File: config.mk
export PLATFORM = sky130hd
export DESIGN_NAME = rom_arbiter_flat
export DESIGN_NICKNAME = d
export VERILOG_FILES = /design/src/rtl/rom_arbiter_if.sv /design/src/rtl/rom_arbiter.sv /design/src/flat_wrapper.sv
export SDC_FILE = /design/constraint.sdc
export NUM_CORES = 1
export LEC_CHECK = 0
export ABC_AREA = 1
export ABC_CLOCK_PERIOD_IN_PS = 1700
export CAP_MARGIN = 20
export CORE_AREA = 2 2 53 91
export CTS_BUF_LIST = sky130_fd_sc_hd__clkbuf_4 sky130_fd_sc_hd__clkbuf_8
export CTS_CLUSTER_SIZE = 40
export DETAILED_ROUTE_END_ITERATION = 7
export DIE_AREA = 0 0 55 93
export GPL_TIMING_DRIVEN = 0
export PLACE_DENSITY = 0.74
export SLEW_MARGIN = 40
export SYNTH_ARGS = -nofsm -noshare
export SYNTH_HDL_FRONTEND = slang
export SYNTH_SLANG_ARGS = --single-unit
File: constraint.sdc
create_clock -name clock -period 1.7 [get_ports clock]
set_input_delay 0.51 -clock clock [delete_from_list [all_inputs] [get_ports clock]]
set_output_delay 0.51 -clock clock [all_outputs]
set_load 0.01 [all_outputs]
File: src/rtl/rom_arbiter_if.sv
// Bus bundle for the two-requester ROM arbiter. It carries the request/ack
// channels for A and B, the ROM address/enable/data lines, and busy.
interface rom_arbiter_if #(
    parameter int DW = 8,
    parameter int AW = 14
);
    logic          a_req;
    logic [AW-1:0] a_addr;
    logic          a_ack;
    logic [DW-1:0] a_data;
    logic          b_req;
    logic [AW-1:0] b_addr;
    logic          b_ack;
    logic [DW-1:0] b_data;
    logic          rom_ce;
    logic [AW-1:0] rom_addr;
    logic [DW-1:0] rom_data;
    logic          busy;

    // Arbiter side
    modport slave (
        input  a_req, a_addr, b_req, b_addr, rom_data,
        output a_ack, a_data, b_ack, b_data, rom_ce, rom_addr, busy
    );

    // Requester / ROM side
    modport master (
        output a_req, a_addr, b_req, b_addr, rom_data,
        input  a_ack, a_data, b_ack, b_data, rom_ce, rom_addr, busy
    );
endinterface

File: src/rtl/rom_arbiter.sv
// Round-robin arbiter that shares one 1-cycle synchronous ROM between two
// requesters. Each access takes IDLE (grant) -> ISSUE -> CAPT, and the
// owner's ack pulses in the cycle after CAPT, which is the next IDLE cycle.
module rom_arbiter #(
    parameter int DW = 8,
    parameter int AW = 14
) (
    input  logic          clock,
    input  logic          reset,
    rom_arbiter_if.slave  bus
);

    typedef enum logic [1:0] {IDLE, ISSUE, CAPT} state_t;

    state_t        r_state;
    state_t        w_next;
    logic          w_elig_a;
    logic          w_elig_b;
    logic          w_grant_a;
    logic          w_grant_b;
    logic          r_owner_b;
    logic          r_last_b;
    logic          r_a_ack;
    logic          r_b_ack;
    logic          r_rom_ce;
    logic [AW-1:0] r_rom_addr;
    logic [DW-1:0] r_a_data;
    logic [DW-1:0] r_b_data;

    // A port whose ack is showing this cycle is not eligible for a grant.
    assign w_elig_a = bus.a_req & ~r_a_ack;
    assign w_elig_b = bus.b_req & ~r_b_ack;

    // State register
    always_ff @(posedge clock or posedge reset) begin
        if (reset) r_state <= IDLE;
        else       r_state <= w_next;
    end

    // Next-state and grant selection
    always_comb begin
        w_next    = r_state;
        w_grant_a = 1'b0;
        w_grant_b = 1'b0;
        case (r_state)
            IDLE: begin
                if (w_elig_a && w_elig_b) begin
                    w_grant_a = r_last_b;
                    w_grant_b = ~r_last_b;
                end else begin
                    w_grant_a = w_elig_a;
                    w_grant_b = w_elig_b;
                end
                if (w_grant_a || w_grant_b) w_next = ISSUE;
            end
            ISSUE:   w_next = CAPT;
            CAPT:    w_next = IDLE;
            default: w_next = IDLE;
        endcase
    end

    // Datapath: address capture at grant, data capture and ack in CAPT
    always_ff @(posedge clock or posedge reset) begin
        if (reset) begin
            r_rom_ce   <= 1'b0;
            r_rom_addr <= '0;
            r_owner_b  <= 1'b0;
            r_last_b   <= 1'b1;
            r_a_ack    <= 1'b0;
            r_b_ack    <= 1'b0;
            r_a_data   <= '0;
            r_b_data   <= '0;
        end else begin
            r_a_ack <= 1'b0;
            r_b_ack <= 1'b0;
            case (r_state)
                IDLE: begin
                    if (w_grant_a || w_grant_b) begin
                        r_rom_addr <= w_grant_b ? bus.b_addr : bus.a_addr;
                        r_rom_ce   <= 1'b1;
                        r_owner_b  <= w_grant_b;
                    end else begin
                        r_rom_ce   <= 1'b0;
                    end
                end
                CAPT: begin
                    r_rom_ce <= 1'b0;
                    r_last_b <= r_owner_b;
                    if (r_owner_b) begin
                        r_b_data <= bus.rom_data;
                        r_b_ack  <= 1'b1;
                    end else begin
                        r_a_data <= bus.rom_data;
                        r_a_ack  <= 1'b1;
                    end
                end
                default: ;
            endcase
        end
    end

    assign bus.a_ack    = r_a_ack;
    assign bus.b_ack    = r_b_ack;
    assign bus.a_data   = r_a_data;
    assign bus.b_data   = r_b_data;
    assign bus.rom_ce   = r_rom_ce;
    assign bus.rom_addr = r_rom_addr;
    assign bus.busy     = (r_state != IDLE);

endmodule

File: src/flat_wrapper.sv
// flat-port wrapper written by rule: the top's interface ports become plain ports
module rom_arbiter_flat 
#(
    parameter int DW = 8,
    parameter int AW = 14
)
  (clock, reset, bus_a_req, bus_a_addr, bus_b_req, bus_b_addr, bus_rom_data, bus_a_ack, bus_a_data, bus_b_ack, bus_b_data, bus_rom_ce, bus_rom_addr, bus_busy);
  rom_arbiter_if #(.DW(DW), .AW(AW)) bus_i ();
  input  logic clock;
  input  logic reset;
  input wire logic [$bits(bus_i.a_req)-1:0] bus_a_req;
  input wire logic [$bits(bus_i.a_addr)-1:0] bus_a_addr;
  input wire logic [$bits(bus_i.b_req)-1:0] bus_b_req;
  input wire logic [$bits(bus_i.b_addr)-1:0] bus_b_addr;
  input wire logic [$bits(bus_i.rom_data)-1:0] bus_rom_data;
  output wire logic [$bits(bus_i.a_ack)-1:0] bus_a_ack;
  output wire logic [$bits(bus_i.a_data)-1:0] bus_a_data;
  output wire logic [$bits(bus_i.b_ack)-1:0] bus_b_ack;
  output wire logic [$bits(bus_i.b_data)-1:0] bus_b_data;
  output wire logic [$bits(bus_i.rom_ce)-1:0] bus_rom_ce;
  output wire logic [$bits(bus_i.rom_addr)-1:0] bus_rom_addr;
  output wire logic [$bits(bus_i.busy)-1:0] bus_busy;
  assign bus_i.a_req = bus_a_req;
  assign bus_i.a_addr = bus_a_addr;
  assign bus_i.b_req = bus_b_req;
  assign bus_i.b_addr = bus_b_addr;
  assign bus_i.rom_data = bus_rom_data;
  assign bus_a_ack = bus_i.a_ack;
  assign bus_a_data = bus_i.a_data;
  assign bus_b_ack = bus_i.b_ack;
  assign bus_b_data = bus_i.b_data;
  assign bus_rom_ce = bus_i.rom_ce;
  assign bus_rom_addr = bus_i.rom_addr;
  assign bus_busy = bus_i.busy;
  rom_arbiter #(.DW(DW), .AW(AW)) u_core (.clock(clock), .reset(reset), .bus(bus_i));
endmodule
==> metrics.md <==
| Metric | Value |
|---|---|
| Worst Skew | 0.00436 ns |
| Setup TNS | 0 ns |
| Max-cap violations | 0 |
| Reg clk slew, reported paths | 0.07 ns |
| Initial antenna violation count | 0 |
| Worst-case clock buffer depth | 2 |
| DRC violations left | 0 |
| Clock H-tree levels | 2 |
| Worst setup SP type | flip-flop |
| Crit path DAT | around 1.1 ns |
| Placed Cells | ~330 |
| DR iter-0 viols | 34 |
| Yosys warns | 0 |
| Worst R2R Path Depth | 7 |
| Number of detailed-route iterations in the first pass | 4 |
| Final hold vios | 0 |
| GR Overflow Total | 0 |
| Clk_lat worst skew | 0.28 ns |
| Sequential share of the synthesized area | 55.1% |
| Pwr dens | 1660 nW/um^2 |
| Routability cong. | 0.797 |
| # setup viols final | 0 |
| Crit-path slowest cell | dfrtp_1 |
| Pleak | 1.57 nW |
| Post-DRT Antenna Nets | 0 |
| Hold-critical path depth | 2 |
| Initial Util | 38.2% |
| R2r startpoint | u_core.r_state[0] |
| Max Fclk | around 0.61 GHz |
| Pin count of the biggest net entering global routing | 38 |
| Final period util | between 90% and 100% |
| Cts bufs inserted | 5 |
| Die Height | 93 um |
| Ports | 74 |
| Final critical-path required period | 1.64 ns |
| Sequential fraction of design power | approximately 36% |
| Commonest cells after routing, fill and taps aside | 63 x nand2_1, 42 x inv_1, 39 x clkdlybuf4s50_1 |
| Number of setup buffers added after CTS | 0 |
| Syn Area/Cell | 8.05 sq um |
| Status | completed |
| Buf/Inv on CP | 2 |
| Slew Limit Fails | 0 |
| Crit path max-delay family | flip-flops |
| Gate power share | 46.0% |
| Buffers on Ports | 73 |
| Critical path's largest stage delay | 0.42 ns |
| #FFs+latches synth | 37 |
| Min-Delay Endpoint | u_core.bus.rom_addr[2] |
| Commonest non-fill, non-tap cell in the layout | nand2_1 |
| Critical-path maximum fanout | 4 |
| Die X | 55 um |
| Tot GR Track Use | 16.6% |
| Die ar. | roughly 5100 sq um |
| Worst path cell trace | inv_2, nand2_4, clkdlybuf4s15_1 |
| Share of layout cells above drive strength 1 | 7.96% |
| Critical path class | flip-flop to output port |
| Switching Share | 37.5% |
| Core Region | between 4000 and 5000 sq um |
| Via count | roughly 1600 |
| Hold WS | 0.475 ns |
| Unrepaired setup endpoints after global routing | no |
| Worst hold path startpoint | u_core.bus.rom_addr[2] |
| Number of global-route vias before repair | between 1000 and 1500 |
| Diodes inserted | 0 |
| # rows | 32 |
| Area delta synth->final | 55.4% |
| Vias per Instance | about 4.6 |
| Post-Syn Nets | about 250 |
| Fin nets | 328 |
| TritonCTS clock tree | done |
| Cell area after synthesis | approximately 1700 sq um |
| R2R Path End | u_core.bus.rom_addr[12] |
| Data required, critical path | 1.19 ns |
| DRT Wirelength | approximately 4000 um |
| DP Wirelength | around 3000 um |
| NetSw | 1.63 mW |
| Crit. End Element | output port |
| Worst vdd ir | 0.00108 V |
| Flop2flop setup slack | 0.33 ns |
| CTS Sinks | 37 |
| DR WL/cell | between 10 and 15 um |
| Filler cell count | between 400 and 500 |
| Internal power | around 2.7 mW |
| Hold Path Class | flip-flop to flip-flop |
| Slew Limit Headroom | 58.4% |
| First-pass GRT wire length | approximately 6300 um |
| CTS root buffer | clkbuf_8 |
| Mapped Cells | around 210 |
| Clk pwr share | 18.2% |
| Distinct cells, synth | 15 |
| Slew @ Worst Pin | 0.624 ns |
| Filler-free cell count of the finished design | 340 |
==> per-stage QoR <==
step	power, mW	instance area (sq um)	util (%)	setup slack [ns]
CTS	4.47	2570	58.5	0.000287
global route	4.72	2610	59.3	0.00680
detailed placement	3.82	2480	56.2	-0.292
global placement	3.78	2480	56.2	-0.456
floorplan	2.67	1680	-	0.359
finish	4.35	2610	59.3	0.0591
==> how the worst max path moves through the flow <==
stage / startpoint / endpoint / slack, ns / cells after the start
after floorplan: reset / u_core.bus.a_ack / 0.36 / 1
after global placement: reset / u_core.bus.b_ack / -0.46 / 2
after detailed placement: bus_a_req / u_core.bus.rom_addr[11] / -0.29 / 6
after CTS: u_core.bus.b_data[5] / bus_b_data[5] / 0.0003 / 1
after global routing: bus_b_req / u_core.bus.rom_addr[12] / 0.007 / 7
final: u_core.r_state[0] / bus_busy / 0.06 / 3
==> logic make-up (layout without fill, tap and decap cells) <==
| kind of cell | Yosys count | after routing | synth area share [%] |
|---|---|---|---|
| and+or+nand+nor | 100 | 100 | 25.9 |
| buffers and inverters | 53 | 133 | 12.6 |
| AOI/OAI and AO/OA | 19 | 19 | 6.32 |
| DFF | 37 | 37 | 55.1 |
==> cells in the mapped netlist, drive strengths merged <==
cell type / number / area share [%]
inv: 46 / 10
clkbuf: 2 / 0.45
a21oi: 1 / 0.97
dfstp: 1 / 1.6
buf: 5 / 1.9
nor2: 4 / 1.0
nand2: 64 / 15
nand3: 32 / 10
o21ai: 18 / 5.4
dfrtp: 36 / 54
==> flip-flops by register name (all words and copies together), names as in the netlist <==
name	cells
u_core.bus.a_data	8
u_core.bus.rom_addr	14
u_core.r_state	2
u_core.r_owner_b	1
u_core.bus.b_data	8
u_core.bus.rom_ce	1
u_core.bus.a_ack	1
u_core.bus.b_ack	1
u_core.r_last_b	1
==> power groups by stage <==
| stage | registers, mW | logic [mW] | clock network [mW] |
|---|---|---|---|
| global route | 1.62 | 2.26 | 0.845 |
| finish | 1.56 | 2.00 | 0.790 |
| detailed placement | 1.58 | 2.24 | 0 |
| CTS | 1.57 | 2.10 | 0.807 |
| floorplan | 1.74 | 0.928 | 0 |
| global placement | 1.58 | 2.20 | 0 |
==> worst min-delay path: stages, from the launching register on <==
cell     delay (ns)
dfrtp_1        0.34
nand2_1        0.05
nand2_1        0.05
==> layout make-up <==
type	count	area, sq um	area share (%)
Multi-Input combinational cell	119	542	20.7
Inverter	46	174	6.66
Clock buffer	6	82.6	3.16
Buffer	6	36.3	1.39
Sequential cell	37	927	35.5
Clock inverter	2	37.5	1.44
Tap cell	51	63.8	2.44
Timing Repair Buffer	73	749	28.7
==> metal layers <==
layer	vias up	routed length (um)	GRT usage [%]
li1	790	-	-
met1	711	1500	18.6
met2	49	2210	29.1
met3	7	250	3.99
met4	0	56	6.10
met5	-	0	0
==> what timing repair did <==
item / CTS / global route
gates resized for setup: 19 / 18
setup endpoints to repair: 18 / 26
hold buffers: 0 / 0
Power figures use the tool's default switching activity.
